$ cat src/rtl/lock_timer.sv
// Loadable down-counter shared by the unlock hold and lockout intervals; parks at zero.
module lock_timer #(
  parameter int W = 32
) (
  input  logic         Clk,
  input  logic         Rst,
  input  logic         load,
  input  logic [W-1:0] load_val,
  input  logic         en,
  output logic         zero
);

  logic [W-1:0] cnt;

  always_ff @(posedge Clk) begin
    if (Rst)                    cnt <= '0;
    else if (load)              cnt <= load_val;
    else if (en && cnt != '0)   cnt <= cnt - W'(1);
  end

  assign zero = (cnt == '0);

endmodule

$ cat config.mk
export PLATFORM = sky130hd
export DESIGN_NAME = lock_timer
export DESIGN_NICKNAME = d
export VERILOG_FILES = /design/src/rtl/lock_timer.sv
export SDC_FILE = /design/constraint.sdc
export NUM_CORES = 1
export LEC_CHECK = 0
export ABC_AREA = 0
export BUFFER_PORTS_ARGS = -buffer_cell sky130_fd_sc_hd__buf_4
export CORE_ASPECT_RATIO = 1.4
export CORE_MARGIN = 8
export CORE_UTILIZATION = 30
export CTS_CLUSTER_SIZE = 10
export DETAILED_ROUTE_END_ITERATION = 8
export GPL_ROUTABILITY_DRIVEN = 0
export PLACE_DENSITY_LB_ADDON = 0.08
export SYNTH_ARGS = -nofsm -noshare
export SYNTH_HDL_FRONTEND = slang
export SYNTH_SLANG_ARGS = --single-unit
$ cat constraint.sdc
create_clock -name Clk -period 3.8 [get_ports Clk]
set_input_delay 0.19 -clock Clk [delete_from_list [all_inputs] [get_ports Clk]]
set_output_delay 0.19 -clock Clk [all_outputs]
set_load 0.01 [all_outputs]
==> summary.txt <==
Hold path
  • Worst hold path type: input pin to flop
  • End point of the worst hold path: cnt[30]$_SDFFE_PP0P_
  • Startpoint of the worst hold path: load_val[30]
  • Count of cells along the worst hold path: 3

Floorplanning
  • Top-level port count: 37
  • Die X: between 80 and 90 um
  • Vertical die dimension: around 110 um
  • Starting utilization of the core area: between 30% and 40%
  • Placeable core region: around 6500 sq um
  • Overall die area: 9550 sq um
  • FP Rows: 35

Job
  • Max-cap violations: 0

Critical path
  • Category of the worst setup path capture point: flop
  • CP max FO: 8
  • Worst Path Class, Setup: flop to flop
  • Critical Path Stages: 7
  • Reg2reg setup slack: 1.23 ns
  • Critical path's largest stage delay: between 0.4 and 0.5 ns
  • Buffers & Inverters on Critical Path: 1
  • Startpoint types: flop
  • Required time of the critical path: approximately 4 ns
  • Cell with the biggest individual delay on the critical path: sky130_fd_sc_hd__or3_4
  • Worst R2R Path Depth: 7
  • Crit path DAT: 2.77 ns
  • Kind of cell adding the most delay to the critical path: simple AND/OR/NAND/NOR gates
  • Cell-by-cell listing of the critical path: inv_1 > ha_1 > nor3b_1 > nand4_4 > or3_4 > or4_1 > a311oi_1
  • Worst R2R Start: cnt[0]$_SDFFE_PP0P_
  • Worst flop-to-flop path endpoint: cnt[26]$_SDFFE_PP0P_

GRT
  • Number of global-route vias before repair: 1934
  • Global-route wire length before repair: between 8000 and 9000 um
  • Maximum number of pins on one net before global-route repair: 55
  • Global-route usage over all layers: a little under an eighth
  • Antenna violations before repair: 0
  • Global-route congestion overflow total: 0

STA
  • Worst hold slack after final layout: between 0.15 and 0.2 ns
  • Worst slew pin tran: approximately 0.90 ns
  • Number of setup violations in the final report: 0
  • Max frequency: around 0.39 GHz
  • Final total negative setup slack: 0 ns
  • Final hold viol count: 0
  • Min cycle time layout: approximately 2.6 ns
  • Clock Skews: roughly 0.0084 ns
  • Slew margin rel.: between 40 and 50%
  • RSZ-0062 raised after global routing: no
  • Fin. max-slew vios: 0
  • Share of the clock period used by the worst path after layout: between 60% and 70%

Synthesis
  • Syn_area_per_cell: ~8.6 sq um
  • Post-Synthesis Net Count: 270
  • Primary FF master, synth: sky130_fd_sc_hd__dfxtp_1
  • Synthesized netlist cell count: 233
  • Synth Cell Area: 1990 sq um
  • Count of different cell masters after synthesis: 52
  • Post-synth ARST share: 0%
  • Count of flip-flops with a built-in enable after synthesis: 0
  • Yosys warnings: 0
  • Synth Register Bits: 32
  • Sequential-to-total area share from yosys stat: 32.1%

Detailed routing
  • Drt first pass iters: 4
  • Remaining antenna violation count: 0
  • Detailed router's first-iteration violation count: 40
  • Vias/cell: 5.63
  • Total wire length after detailed routing: 5410 um
  • Routed wire per std cell: 16.0 um
  • Routed vias: roughly 1900
  • DRC violations left: 0

Finish
  • Area growth from synthesis to layout: 19.4%
  • Number of antenna cells inserted: 0
  • Net count reported at finish: 300
  • Fraction of final layout cells sized beyond drive strength 1: a little under a quarter
  • Largest registers in the final layout: cnt: 32 flops
  • Number of flip-flops under the largest register name: 32
  • Register with the most flip-flops: cnt

Clocking
  • Root Buffer Master: sky130_fd_sc_hd__clkbuf_8
  • Clock Latency Late Sink: about 0.29 ns
  • CTS H-tree depth: 2
  • TritonCTS buffer count: 5
  • Sinks on the clock net: 32
  • Post-CTS clock slew at the launch and capture registers of the worst setup and hold paths: roughly 0.070 ns
  • Number of hold buffers added after cts: 0
  • Setup bufs post-CTS: 0
  • CTS tree: built
  • Deepest clock path buffer count: 2
  • Cells resized by post-CTS repair: 0

Power
  • Power consumption: 0.826 mW
  • PwrDens: roughly 350 nW/um^2
  • Peak ir drop on the vdd network: 0.173 mV
  • Leak pwr: about 0.81 nW

Placed design
  • Detailed Place HPWL: between 3000 and 4000 um
  • Port bufs: 36

Status
  • Status: completed
metrics by stage:
stage | area, sq um | utilization (%) | std cells | setup slack, ns
floorplan | 1990 | - | 233 | 1.48
global placement | 2300 | 35.3 | 330 | 1.30
detailed placement | 2300 | 35.3 | 330 | 1.22
CTS | 2380 | 36.5 | 337 | 1.21
global route | 2380 | 36.5 | 337 | 0.980
finish | 2380 | 36.5 | 337 | 1.23
Yosys cell counts (3+ instances only):
cell	number	area (sq um)
sky130_fd_sc_hd__dfxtp_1	32	641
sky130_fd_sc_hd__nor2_1	30	113
sky130_fd_sc_hd__nand2_1	14	52.6
sky130_fd_sc_hd__a311oi_1	12	105
sky130_fd_sc_hd__clkbuf_1	12	45.0
sky130_fd_sc_hd__or3_1	12	75.1
sky130_fd_sc_hd__a211oi_1	9	67.6
sky130_fd_sc_hd__o31ai_1	9	67.6
sky130_fd_sc_hd__or4_1	9	67.6
sky130_fd_sc_hd__nor3_1	8	40.0
sky130_fd_sc_hd__a311oi_2	6	90.1
sky130_fd_sc_hd__inv_1	5	18.8
sky130_fd_sc_hd__xnor2_1	5	43.8
sky130_fd_sc_hd__a31oi_1	4	25.0
sky130_fd_sc_hd__o21ai_1	4	20.0
sky130_fd_sc_hd__a2111oi_0	3	26.3
sky130_fd_sc_hd__a21oi_1	3	15.0
sky130_fd_sc_hd__nand3_1	3	15.0
sky130_fd_sc_hd__nor4_1	3	18.8
sky130_fd_sc_hd__o21ai_0	3	15.0
sky130_fd_sc_hd__o31a_1	3	26.3
sky130_fd_sc_hd__or2_2	3	18.8
sky130_fd_sc_hd__xor2_1	3	26.3
area by class of cell:
| type | count | area, sq um |
|---|---|---|
| well taps | 74 | 92.6 |
| multi-input cells | 181 | 1270 |
| flip-flops and latches | 32 | 641 |
| fillers | 692 | 4150 |
| inverters | 6 | 22.5 |
| repair buffers | 37 | 278 |
| clock buffers | 6 | 72.6 |
| clock inverters | 1 | 5.00 |
how the worst max path moves through the flow:
stage,start,endpoint,slack (ns)
floorplan,cnt[0]$_SDFFE_PP0P_,cnt[26]$_SDFFE_PP0P_,1.48
detailed placement,cnt[0]$_SDFFE_PP0P_,cnt[26]$_SDFFE_PP0P_,1.22
global route,cnt[0]$_SDFFE_PP0P_,cnt[26]$_SDFFE_PP0P_,0.98
finish,cnt[0]$_SDFFE_PP0P_,cnt[26]$_SDFFE_PP0P_,1.23
global placement,cnt[1]$_SDFFE_PP0P_,cnt[0]$_SDFFE_PP0P_,1.30
CTS,cnt[0]$_SDFFE_PP0P_,cnt[26]$_SDFFE_PP0P_,1.21
power by group:
group / switching [mW] / internal [mW] / total, mW
sequential: 0.0298 / 0.361 / 0.391
clock: 0.130 / 0.125 / 0.254
combinational: 0.0968 / 0.0834 / 0.180
total: 0.256 / 0.569 / 0.826
layout by cell type (no fill, tap or decap), types with 2 or more instances in the layout:
cell type,netlist,layout
sky130_fd_sc_hd__buf_4,0,37
sky130_fd_sc_hd__dfxtp_1,32,32
sky130_fd_sc_hd__nor2_1,30,30
sky130_fd_sc_hd__nand2_1,14,14
sky130_fd_sc_hd__or3_1,12,12
sky130_fd_sc_hd__a311oi_1,12,12
sky130_fd_sc_hd__a211oi_1,9,9
sky130_fd_sc_hd__or4_1,9,9
sky130_fd_sc_hd__o31ai_1,9,9
sky130_fd_sc_hd__nor3_1,8,8
sky130_fd_sc_hd__a311oi_2,6,6
sky130_fd_sc_hd__inv_1,5,5
sky130_fd_sc_hd__xnor2_1,5,5
sky130_fd_sc_hd__clkbuf_8,0,5
sky130_fd_sc_hd__a31oi_1,4,4
sky130_fd_sc_hd__o21ai_1,4,4
sky130_fd_sc_hd__nor4_1,3,3
sky130_fd_sc_hd__nand3_1,3,3
sky130_fd_sc_hd__a2111oi_0,3,3
sky130_fd_sc_hd__xor2_1,3,3
sky130_fd_sc_hd__o31a_1,3,3
sky130_fd_sc_hd__o21ai_0,3,3
sky130_fd_sc_hd__or2_2,3,3
sky130_fd_sc_hd__a21oi_1,3,3
sky130_fd_sc_hd__nor4_4,2,2
sky130_fd_sc_hd__nor3b_1,2,2
sky130_fd_sc_hd__or3_4,2,2
sky130_fd_sc_hd__and2_1,2,2
sky130_fd_sc_hd__and4_1,2,2
sky130_fd_sc_hd__nand2b_1,2,2
sky130_fd_sc_hd__o41ai_1,2,2
sky130_fd_sc_hd__o21bai_1,2,2
sky130_fd_sc_hd__a21boi_0,2,2
logic make-up after synthesis:
logic type                 synth area share [%]
and+or+nand+nor                            30.1
AOI/OAI and AO/OA                          29.4
DFF                                        32.1
buffers and inverters                      4.21
xor gates and xnor gates                   3.52
adders and majority gates                 0.628
worst reg2reg max path: cells and delay by family, from the launching register on:
kind                     cells  cell delay [ns]
AND/OR/NAND/NOR              4             1.60
flip-flops                   1             0.34
AO/OA/AOI/OAI                1             0.25
adder cells (fa/ha/maj)      1             0.20
buffers and inverters        1             0.10
metal layers:
layer,GRT usage (%),vias up,share of wire (%)
li1,-,974,-
met1,12.1,882,43
met2,21.1,34,51
met3,2.49,8,3.8
met4,5.37,0,1.8
met5,0,-,0
Power figures use the tool's default switching activity.
